[config.mk]
export PLATFORM = sky130hd
export DESIGN_NAME = mac_product_accumulator
export DESIGN_NICKNAME = d
export VERILOG_FILES = /design/src/rtl/mac_product_accumulator.sv
export SDC_FILE = /design/constraint.sdc
export NUM_CORES = 1
export LEC_CHECK = 0
export BUFFER_PORTS_ARGS = -buffer_cell sky130_fd_sc_hd__buf_2
export CORE_ASPECT_RATIO = 1.2
export CORE_MARGIN = 2
export CORE_UTILIZATION = 40
export CTS_BUF_LIST = sky130_fd_sc_hd__clkbuf_16
export CTS_CLUSTER_SIZE = 20
export DETAILED_ROUTE_END_ITERATION = 12
export PLACE_DENSITY_LB_ADDON = 0.25
export SETUP_SLACK_MARGIN = 0.3
export SLEW_MARGIN = 20
export SYNTH_ARGS = -nofsm -noshare
export SYNTH_HDL_FRONTEND = slang
export SYNTH_SLANG_ARGS = --single-unit
[constraint.sdc]
create_clock -name clk -period 4.9 [get_ports clk]
set_clock_uncertainty 0.2 [all_clocks]
set_input_delay 0.245 -clock clk [delete_from_list [all_inputs] [get_ports clk]]
set_output_delay 0.245 -clock clk [all_outputs]
set_load 0.005 [all_outputs]
[src/rtl/mac_product_accumulator.sv]
// Accumulates a stream of unnormalized {sign, exp, mant} products into one
// dot-product group sum and emits it saturated to OUT_W over a valid/ready port.
module mac_product_accumulator #(
  parameter int MAX_LEN = 256,
  parameter int ACC_W   = 40,
  parameter int OUT_W   = 32
) (
  input  logic             clk,
  input  logic             rst_n,
  input  logic             i_valid,
  output logic             i_ready,
  input  logic             i_sign,
  input  logic [3:0]       i_exp,
  input  logic [17:0]      i_mant,
  input  logic             i_last,
  output logic             o_valid,
  input  logic             o_ready,
  output logic [OUT_W-1:0] o_data,
  output logic             o_sat,
  output logic             o_len_err
);

  localparam int CNT_W = $clog2(MAX_LEN + 1);
  localparam logic signed [ACC_W-1:0] SAT_HI = {{(ACC_W-OUT_W+1){1'b0}}, {(OUT_W-1){1'b1}}};
  localparam logic signed [ACC_W-1:0] SAT_LO = {{(ACC_W-OUT_W+1){1'b1}}, {(OUT_W-1){1'b0}}};

  typedef enum logic {IDLE, ACC} state_t;

  state_t                  state_reg, state_next;
  logic signed [ACC_W-1:0] acc_reg, acc_next;
  logic [CNT_W-1:0]        cnt_reg, cnt_next;
  logic signed [ACC_W-1:0] term_mag, term, sum;
  logic                    accept, closing;
  logic                    sat_hi, sat_lo;
  logic [OUT_W-1:0]        sat_data;

  // Aligned term; the mantissa is zero-extended before shifting so no bits are lost.
  assign term_mag = ACC_W'(i_mant) << i_exp;
  assign term     = i_sign ? -term_mag : term_mag;
  assign sum      = ((state_reg == ACC) ? acc_reg : '0) + term;
  assign closing  = i_last | (cnt_reg == CNT_W'(MAX_LEN - 1));

  assign sat_hi   = (sum > SAT_HI);
  assign sat_lo   = (sum < SAT_LO);
  assign sat_data = sat_hi ? {1'b0, {(OUT_W-1){1'b1}}} :
                    sat_lo ? {1'b1, {(OUT_W-1){1'b0}}} : sum[OUT_W-1:0];

  always_ff @(posedge clk or negedge rst_n) begin
    if (!rst_n) begin
      state_reg <= IDLE;
      acc_reg   <= '0;
      cnt_reg   <= '0;
    end else begin
      state_reg <= state_next;
      acc_reg   <= acc_next;
      cnt_reg   <= cnt_next;
    end
  end

  always_comb begin
    state_next = state_reg;
    acc_next   = acc_reg;
    cnt_next   = cnt_reg;
    if (accept) begin
      if (closing) begin
        state_next = IDLE;
        acc_next   = '0;
        cnt_next   = '0;
      end else begin
        state_next = ACC;
        acc_next   = sum;
        cnt_next   = cnt_reg + CNT_W'(1);
      end
    end
  end

  // A pending result blocks input only while downstream is stalling it.
  always_comb begin
    i_ready = ~(o_valid & ~o_ready);
    accept  = i_valid & i_ready;
  end

  always_ff @(posedge clk or negedge rst_n) begin
    if (!rst_n) begin
      o_valid   <= 1'b0;
      o_data    <= '0;
      o_sat     <= 1'b0;
      o_len_err <= 1'b0;
    end else if (accept && closing) begin
      o_valid   <= 1'b1;
      o_data    <= sat_data;
      o_sat     <= sat_hi | sat_lo;
      o_len_err <= ~i_last;
    end else if (o_valid && o_ready) begin
      o_valid   <= 1'b0;
    end
  end

endmodule

==> results.py, run 1 <==
metrics = {
    "cells_and_area": {
        "final_common_cell": "buf_4",
        "nNetsFinal": 1428,
        "finish.instance_area_um2": 12600,
        "final_util_pct": 61.8,
        "mostFrequentLayoutCells": "buf_4 (316), dfrtp_1 (85), nor2_1 (82)",
        "multi_input_area_um2": 6580,
        "drive_gt1_share_pct": 43.1,
        "largest_reg_flops": 40,
        "fillCellCount": 1713,
        "regArea_um2": 2130,
        "area_growth_pct": 50.8,
        "n_antenna_cell": 0,
        "fin_cells": 1626,
    },
    "cts": {
        "cts_htree_levels": 3,
        "insertion_delay_ps": 350,
        "cts_tree": "yes",
        "clk_path_buf_depth": 2,
        "cts_sinks": 85,
        "cts_made_buffers": 9,
        "clkTransAtPathRegs_ps": 70,
        "root_buffer": "clkbuf_16",
    },
    "timing": {
        "setup_viol": 37,
        "hold_viol": 0,
        "fmax_ghz": 0.176,
        "setup_slack_ps": -793,
        "fin_crit_ps": 5690,
        "slew_viol_final": 0,
        "max_slew_margin_pct": 41.1,
        "rsz0062_at_grt": "true",
        "tightest_slew_ps": 875,
        "fin_setup_tns_ps": -25480,
        "fin_crit_sh_pct": 116,
    },
    "worst_setup_path": {
        "path_cells": "buf_8 > mux4_2 > or2_1 > o311ai_2 > nand4_1 > buf_6 > nor4b_4 > nand4_4 > or2_4 > o31ai_4 > xor2_1 > ha_1 > a21o_1 > a211o_1 > a221o_1 > a21boi_4 > a311oi_2 > xnor3_2 > a41oi_4 > bufbuf_16 > o22ai_2",
        "arrival_ps": 5710,
        "required_ps": 4910,
        "critPathCaptureType": "flop",
        "rr_endpoint": "o_data[17]",
        "crit_type": "in -> reg",
        "max_stage_delay_ps": 560,
        "r2r_slack_ps": 460,
        "rr_startpoint": "state_reg",
        "rr_worst_depth": 15,
        "cp_max_fo": 7,
        "startpoint": "i_exp[0]",
        "crit_slowest_cell": "mux4_2",
        "start_kind": "input pin",
    },
    "yosys": {
        "synth_nets": 1074,
        "synth-edff-count": 0,
        "syn-cell-area_um2": 8340,
        "synthCells": 1003,
        "seq_area_frac_synth_pct": 25.5,
        "synth_cell_types": 80,
        "avgSynthCellArea_um2": 8.31,
        "synth_warnings": 0,
        "ys.flop_type": "dfrtp_1",
        "synthArstFlopShare_pct": 100,
        "synth_seq_cells": 85,
    },
    "worst_hold_path": {
        "hold_depth": 3,
        "worstHoldStart": "o_ready",
        "hold_end": "o_valid",
        "hold_class": "in -> reg",
    },
    "drt": {
        "detail_route.iter0.violations": 556,
        "totalWireLength_mm": 29.8,
        "vias": 9225,
        "wire_per_inst_um": 18.3,
        "drt-vias-per-instance": 5.67,
        "ant_nets": 0,
        "drc": 0,
        "firstDrtPassIters": 5,
    },
    "power": {
        "power_mw": 5.03,
        "clkPwrFrac_pct": 13.4,
        "p_leak_nw": 5.83,
        "p_int_mw": 2.97,
        "ir_drop_mv": 0.338,
        "comb_power_share_pct": 65.3,
        "p_per_area_nw_per_um2": 401,
        "p_sw_share_pct": 40.9,
        "p_switching_mw": 2.06,
        "pwr-share-seq_pct": 21.3,
    },
    "placement": {
        "globalplace.congestion": 1.01,
        "hpwl_mm": 21.3,
        "dp.cells": 1570,
        "portBuffers": 63,
        "place_area_um2": 11200,
    },
    "global_route": {
        "overflow": 0,
        "grt_pass1_vias": 9288,
        "globalRouteTotalUtil_pct": 26.5,
        "grt_max_degree": 61,
        "grt_pass1_wl_mm": 46.9,
        "antenna_found_initial": 0,
    },
    "floorplan": {
        "dieArea_um2": 22000,
        "die_y_um": 162,
        "start_util_pct": 41.0,
        "num_rows": 57,
        "die_w_um": 136,
        "pin_count": 64,
        "core_area_um2": 20300,
    },
    "outcome": {
        "run_status": "finished with violations",
        "violations": "negative setup slack",
    },
    "run": {
        "drv_cap": 0,
    },
}
==> area by class of cell <==
type | count | share of cell area (%)
clock buffer | 9 | 1.79
clock inverter | 6 | 0.438
inverter | 27 | 0.846
multi-input combinational | 829 | 52.4
sequential | 85 | 16.9
tap | 265 | 2.64
timing repair buffer | 405 | 25.0
==> synth_stat cells, types with 4 or more instances <==
| library cell | count | share of area (%) |
|---|---|---|
| o22ai_2 | 28 | 4.2 |
| and3_1 | 8 | 0.60 |
| and2_1 | 48 | 3.6 |
| dfrtp_1 | 85 | 26 |
| or2_2 | 4 | 0.30 |
| nand3b_1 | 4 | 0.36 |
| nor3_1 | 18 | 1.1 |
| nand2b_1 | 15 | 1.1 |
| mux4_2 | 9 | 2.4 |
| a22o_1 | 40 | 4.2 |
| o21ai_0 | 87 | 5.2 |
| nand3_1 | 20 | 1.2 |
| mux2_2 | 7 | 0.95 |
| o31ai_1 | 8 | 0.72 |
| or3_1 | 10 | 0.75 |
| o22ai_1 | 12 | 0.90 |
| nor2b_1 | 8 | 0.60 |
| a311oi_1 | 4 | 0.42 |
| o211ai_1 | 11 | 0.99 |
| a211oi_1 | 5 | 0.45 |
| a21o_1 | 17 | 1.5 |
| o311a_1 | 4 | 0.48 |
| nor4_1 | 4 | 0.30 |
| ha_1 | 42 | 6.3 |
| a21oi_1 | 61 | 3.7 |
| a41oi_1 | 4 | 0.42 |
| nand2_1 | 81 | 3.6 |
| clkbuf_1 | 44 | 2.0 |
| inv_1 | 26 | 1.2 |
| buf_6 | 6 | 0.81 |
| a31oi_1 | 10 | 0.75 |
| mux2i_1 | 29 | 3.5 |
| xnor2_1 | 40 | 4.2 |
| o21a_1 | 8 | 0.72 |
| nand4_1 | 13 | 0.98 |
| xor2_1 | 23 | 2.4 |
| and4_1 | 4 | 0.42 |
| nor2_1 | 89 | 4.0 |
| buf_2 | 7 | 0.42 |
==> layer usage <==
metal  track usage [%]  up-vias  routed length [um]
li1                  -     4429                   -
met1              33.8     4444               12900
met2              44.8      278               14400
met3              2.78       74                1120
met4              12.5        0                1280
met5                 0        -                   0
==> power by group through the flow <==
stage / clock network, mW / logic, mW / registers, mW
after floorplan: 0 / 1.61 / 1.06
after global placement: 0 / 2.73 / 1.08
after detailed placement: 0 / 2.77 / 1.08
after CTS: 0.678 / 3.06 / 1.07
after global routing: 0.703 / 3.52 / 1.10
final: 0.673 / 3.29 / 1.07
==> worst max path at each step <==
stage / depth (start not counted) / slack, ps / endpoint
final: 21 / -790 / o_data[17]
after global placement: 27 / -1100 / o_data[2]
after CTS: 23 / -640 / o_data[0]
after detailed placement: 23 / -1170 / o_data[30]
after floorplan: 23 / -440 / o_data[10]
after global routing: 23 / -910 / o_data[5]
==> stage by stage <==
| step | setup slack, ps | hold slack, ps |
|---|---|---|
| 4_1_cts | -641 | 9.95 |
| 6_report | -793 | 11.7 |
| 3_3_place_gp | -1100 | -15.8 |
| 3_5_place_dp | -1170 | -8.91 |
| 2_1_floorplan | -438 | -251 |
| 5_1_grt | -914 | 51.8 |
==> repair_timing <==
item                       4_1_cts  5_1_grt
setup buffers                   17       16
pin swaps                       40       26
resized for setup               86       65
hold endpoints to repair        29        0
hold buffers                     2        0
gates cloned                     5        0
setup endpoints to repair       58       57
==> logic make-up after synthesis <==
family | Yosys count | synth area share, %
AO/OA/AOI/OAI | 333 | 28.3
XOR/XNOR | 64 | 6.90
buffers and inverters | 89 | 4.79
flip-flops | 85 | 25.5
multiplexers | 49 | 7.45
adder cells (fa/ha/maj) | 43 | 6.54
AND/OR/NAND/NOR | 340 | 20.5
==> critical path: cells and delay by family <==
kind / cells / cell delay, ps
fa+ha+maj: 1 / 300
mux: 1 / 560
xor+xnor: 2 / 590
compound gates: 9 / 2110
simple gates: 5 / 1290
buf+inv: 3 / 620
(Power assumes the default switching activity.)
==> inputs of run 2 (changes only) <==
--- a/config.mk
+++ b/config.mk
@@ -13,7 +13,7 @@
 export CTS_CLUSTER_SIZE = 20
 export DETAILED_ROUTE_END_ITERATION = 12
 export PLACE_DENSITY_LB_ADDON = 0.25
-export SETUP_SLACK_MARGIN = 0.3
+export SETUP_SLACK_MARGIN = 0.1
 export SLEW_MARGIN = 20
 export SYNTH_ARGS = -nofsm -noshare
 export SYNTH_HDL_FRONTEND = slang
==> run 2 against run 1 <==
Compared with the run above: the flow still finishes with violations (negative setup slack); total power fell by 2.1%; non-clock buffer count up 1; global-route usage is 0.92 points lower; core utilization shrank 0.82 points; fmax up 2.6%; sequential power about the same; flip-flop and latch count stayed put; cell count is essentially flat; wire length down 2.4%; critical path type unchanged; largest power group unchanged.
==> results.py, run 2 (synthesized netlist as in run 1, its figures left out) <==
metrics = {
    "cells_and_area": {
        "mostFrequentLayoutCells": "buf_4 (321), dfrtp_1 (85), nor2_1 (81)",
        "finish.instance_area_um2": 12400,
        "nNetsFinal": 1429,
        "final_common_cell": "buf_4",
        "largest_reg_flops": 40,
        "drive_gt1_share_pct": 42.1,
        "fin_cells": 1627,
        "n_antenna_cell": 0,
        "area_growth_pct": 48.8,
    },
    "power": {
        "p_sw_share_pct": 40.6,
        "ir_drop_mv": 0.327,
        "clkPwrFrac_pct": 13.9,
        "comb_power_share_pct": 64.5,
        "p_int_mw": 2.93,
        "pwr-share-seq_pct": 21.6,
        "p_leak_nw": 5.77,
        "p_per_area_nw_per_um2": 398,
        "p_switching_mw": 2.00,
    },
    "timing": {
        "setup_slack_ps": -651,
        "rsz0062_at_grt": "true",
        "fin_crit_sh_pct": 113,
        "fin_setup_tns_ps": -20320,
        "max_slew_margin_pct": 36.5,
        "hold_ws_ps": 33.7,
        "hold_viol": 0,
        "tightest_slew_ps": 943,
        "setup_viol": 35,
        "fmax_ghz": 0.180,
        "fin_crit_ps": 5550,
        "slew_viol_final": 0,
    },
    "drt": {
        "drc": 0,
        "wire_per_inst_um": 17.9,
        "totalWireLength_mm": 29.1,
        "detail_route.iter0.violations": 530,
        "vias": 9080,
        "firstDrtPassIters": 6,
        "ant_nets": 0,
        "drt-vias-per-instance": 5.58,
    },
    "floorplan": {
        "die_y_um": 162,
        "core_area_um2": 20300,
        "die_w_um": 136,
        "dieArea_um2": 22000,
        "start_util_pct": 41.0,
        "num_rows": 57,
        "pin_count": 64,
    },
    "global_route": {
        "grt_pass1_vias": 8799,
        "globalRouteTotalUtil_pct": 25.6,
        "overflow": 0,
        "grt_max_degree": 69,
        "antenna_found_initial": 0,
        "grt_pass1_wl_mm": 45.1,
    },
    "cts": {
        "cts_made_buffers": 9,
        "cts_tree": "yes",
        "cts_htree_levels": 3,
        "cts_sinks": 85,
        "insertion_delay_ps": 350,
        "clk_path_buf_depth": 2,
        "root_buffer": "clkbuf_16",
        "clkTransAtPathRegs_ps": 70,
    },
    "worst_setup_path": {
        "crit_type": "in -> reg",
        "cp_max_fo": 8,
        "arrival_ps": 5610,
        "start_kind": "input pin",
        "required_ps": 4960,
        "critPathCaptureType": "flop",
    },
    "placement": {
        "hpwl_mm": 21.7,
        "portBuffers": 63,
        "dp_slack_ps": -1260,
        "dp.cells": 1584,
        "globalplace.congestion": 0.938,
        "place_area_um2": 11300,
    },
    "outcome": {
        "violations": "negative setup slack",
        "run_status": "finished with violations",
    },
    "run": {
        "drv_cap": 0,
    },
    "worst_hold_path": {
        "hold_class": "in -> reg",
    },
}
## run 2: cell count changes in the layout (fill, tap and decap cells not counted), sizes merged
cell,delta
inv,+3
buf,+2
bufbuf,-1
clkinv,-3
## run 2: power groups by stage
stage	Clock, mW	Sequential, mW	Combinational (mW)
2_1_floorplan	0	1.06	1.60
3_3_place_gp	0	1.07	2.76
3_5_place_dp	0	1.08	2.79
4_1_cts	0.694	1.06	2.90
5_1_grt	0.724	1.09	3.42
6_report	0.686	1.07	3.18
## run 2: layout make-up
cell class,instances,area (um2)
multi-input combinational,829,6450
tap,265,332
clock inverter,6,63.8
sequential,85,2130
timing repair buffer,406,3100
inverter,27,103
fill,1786,7930
clock buffer,9,225
## run 2: metrics by stage
step | power, mW | util [%]
6_report | 4.93 | 61.0
5_1_grt | 5.24 | 61.0
4_1_cts | 4.65 | 58.5
3_5_place_dp | 3.87 | 55.6
3_3_place_gp | 3.83 | 55.6
2_1_floorplan | 2.66 | -
## run 2: layer usage
| layer | wire length, um | global-route usage, % | vias up |
|---|---|---|---|
| li1 | - | - | 4437 |
| met3 | 913 | 1.94 | 50 |
| met2 | 14300 | 44.2 | 229 |
| met5 | 0 | 0 | - |
| met4 | 829 | 7.81 | 0 |
| met1 | 13000 | 34.1 | 4364 |
## run 2: critical path: stages
cell and delay (ps):
buf_8 80, mux4_2 510, or2_4 270, o311ai_4 280, nand4_1 260, nor4b_4 350, nand4_2 160, or2_4 290
o31ai_4 250, xor2_1 200, ha_1 280, a21o_1 190, a211o_1 320, a221o_1 380, nand3b_1 100, o21ai_1 70
or3b_4 390, nand4b_1 210, nor2_2 210, a41oi_4 140, buf_6 160, clkbuf_16 160, o22ai_2 90
## run 2: worst paths after layout
| kind | startpoint | endpoint | slack, ps | cells past startpoint |
|---|---|---|---|---|
| worst max-delay path | i_exp[0] | o_data[22] | -650 | 23 |
| worst min-delay path | o_ready | o_valid | 30 | 3 |
| worst max register to register | state_reg | o_data[28] | 580 | 14 |
| worst min register to register | acc_reg[38] | acc_reg[38] | 280 | 2 |
| max in group asynchronous | rst_n | state_reg | 3260 | 3 |
| min in group asynchronous | rst_n | o_data[13] | 100 | 2 |
## run 2: timing repair
item	CTS	global route
cloned	2	2
setup endpoints to repair	49	53
endpoints found under the hold margin	18	0
buffers inserted	8	14
hold buffers	2	0
pin swaps	27	55
gates resized for setup	46	77
==> inputs of run 3 (changes only) <==
--- a/config.mk
+++ b/config.mk
@@ -9,7 +9,7 @@
 export CORE_ASPECT_RATIO = 1.2
 export CORE_MARGIN = 2
 export CORE_UTILIZATION = 40
-export CTS_BUF_LIST = sky130_fd_sc_hd__clkbuf_16
+export CTS_BUF_LIST = sky130_fd_sc_hd__clkbuf_2 sky130_fd_sc_hd__clkbuf_4 sky130_fd_sc_hd__clkbuf_8
 export CTS_CLUSTER_SIZE = 20
 export DETAILED_ROUTE_END_ITERATION = 12
 export PLACE_DENSITY_LB_ADDON = 0.25
==> run 3 against run 2 <==
Compared with the run above: the flow still finishes with violations (negative setup slack); global-route usage shrank 0.15 points; sequential share of layout area about the same; die area unchanged; total power down 2.9%; fmax down 0.98%; critical path type unchanged; critical path depth stayed put; cell count rose by 0.31%.
==> results.py, run 3 (synthesized netlist as in run 1, its figures left out) <==
metrics = {
    "power": {
        "p_per_area_nw_per_um2": 386,
        "p_leak_nw": 5.77,
        "comb_power_share_pct": 67.2,
        "p_switching_mw": 1.99,
        "ir_drop_mv": 0.326,
        "p_int_mw": 2.80,
        "pwr-share-seq_pct": 22.2,
        "clkPwrFrac_pct": 10.6,
        "power_mw": 4.79,
        "p_sw_share_pct": 41.5,
    },
    "placement": {
        "dp.cells": 1584,
        "place_area_um2": 11300,
        "portBuffers": 63,
        "globalplace.congestion": 0.938,
        "hpwl_mm": 21.7,
        "dp_slack_ps": -1260,
    },
    "cells_and_area": {
        "largest_reg_flops": 40,
        "finish.instance_area_um2": 12400,
        "drive_gt1_share_pct": 42.0,
        "nNetsFinal": 1434,
        "area_growth_pct": 48.9,
        "final_common_cell": "buf_4",
        "fin_cells": 1632,
        "final_util_pct": 61.1,
        "mostFrequentLayoutCells": "buf_4 (322), dfrtp_1 (85), nor2_1 (82)",
        "n_antenna_cell": 0,
    },
    "global_route": {
        "grt_pass1_vias": 8783,
        "globalRouteTotalUtil_pct": 25.5,
        "grt_max_degree": 69,
        "antenna_found_initial": 1,
        "overflow": 0,
        "grt_pass1_wl_mm": 44.8,
    },
    "worst_setup_path": {
        "required_ps": 4980,
        "start_kind": "input pin",
        "crit_type": "in -> reg",
        "arrival_ps": 5690,
        "cp_max_fo": 8,
        "critPathCaptureType": "flop",
    },
    "timing": {
        "setup_viol": 35,
        "slew_viol_final": 0,
        "max_slew_margin_pct": 36.1,
        "rsz0062_at_grt": "true",
        "hold_ws_ps": 81.9,
        "fin_crit_sh_pct": 114,
        "setup_slack_ps": -706,
        "fin_crit_ps": 5610,
        "fmax_ghz": 0.178,
        "fin_setup_tns_ps": -22230,
        "hold_viol": 0,
        "tightest_slew_ps": 949,
    },
    "floorplan": {
        "dieArea_um2": 22000,
        "die_y_um": 162,
        "num_rows": 57,
        "start_util_pct": 41.0,
        "die_w_um": 136,
        "pin_count": 64,
        "core_area_um2": 20300,
    },
    "outcome": {
        "run_status": "finished with violations",
        "violations": "negative setup slack",
    },
    "cts": {
        "cts_sinks": 85,
        "insertion_delay_ps": 360,
        "root_buffer": "clkbuf_8",
        "clk_path_buf_depth": 2,
        "cts_made_buffers": 9,
        "cts_htree_levels": 3,
        "clkTransAtPathRegs_ps": 90,
        "cts_tree": "yes",
    },
    "drt": {
        "wire_per_inst_um": 18.0,
        "firstDrtPassIters": 5,
        "totalWireLength_mm": 29.3,
        "drc": 0,
        "ant_nets": 0,
        "vias": 9078,
        "drt-vias-per-instance": 5.56,
        "detail_route.iter0.violations": 539,
    },
    "worst_hold_path": {
        "hold_class": "in -> async",
    },
    "run": {
        "drv_cap": 0,
    },
}
==> run 3: cell types whose count changed in the layout (fill, tap and decap cells not counted), sizes merged <==
cell         previous run  this run
clkbuf                 10        13
buf                   403       405
dlygate4sd3             2         3
inv                    28        27
==> run 3: final timing paths <==
| path | endpoint | startpoint | cells past startpoint | slack (ps) |
|---|---|---|---|---|
| setup / recovery | o_data[30] | i_exp[0] | 23 | -710 |
| hold / removal | o_data[14] | rst_n | 2 | 80 |
| setup reg to reg | o_data[28] | state_reg | 15 | 550 |
| hold reg to reg | acc_reg[38] | acc_reg[38] | 2 | 290 |
| max in group asynchronous | acc_reg[21] | rst_n | 3 | 3270 |
| min in group clk | o_len_err | i_valid | 3 | 190 |
==> run 3: critical path, stage by stage <==
cell and delay, ps:
buf_8 80, mux4_2 520, or2_4 270, o311ai_4 280, nand4_1 260, nor4b_4 360
nand4_2 170, or2_4 290, o31ai_4 250, xor2_1 200, ha_1 280, a21o_1 190
a211o_1 320, a221o_1 380, nand3b_1 100, o21ai_1 70, or3b_4 390, nand4b_1 230
nor2_2 230, a41oi_4 140, buf_12 170, buf_16 150, o22ai_2 110
==> run 3: final cells by class <==
cell class / count / area [um2]
Clock buffer: 10 / 131
Multi-Input combinational cell: 829 / 6460
Tap cell: 265 / 332
Fill cell: 1785 / 7920
Timing Repair Buffer: 411 / 3200
Sequential cell: 85 / 2130
Inverter: 27 / 103
Clock inverter: 5 / 60.1
==> run 3: per-layer routing <==
metal / vias to the layer above / track usage, % / share of wire (%)
met3: 58 / 2.78 / 3.3
met5: - / 0 / 0.044
met2: 210 / 43.1 / 50
met4: 2 / 9.23 / 3.0
li1: 4434 / - / -
met1: 4374 / 33.5 / 44
==> run 3: power groups by stage <==
stage	logic (mW)	clock network (mW)	registers (mW)
finish	3.22	0.508	1.06
global route	3.46	0.551	1.09
CTS	2.88	0.519	1.06
detailed placement	2.79	0	1.08
global placement	2.76	0	1.07
floorplan	1.60	0	1.06
==> run 3: repair_timing <==
action	CTS	global route
buffers inserted	7	17
gates resized for setup	42	80
setup endpoints to repair	48	52
hold endpoints to repair	19	0
hold buffers	3	0
pin swaps	26	60
gates cloned	2	4
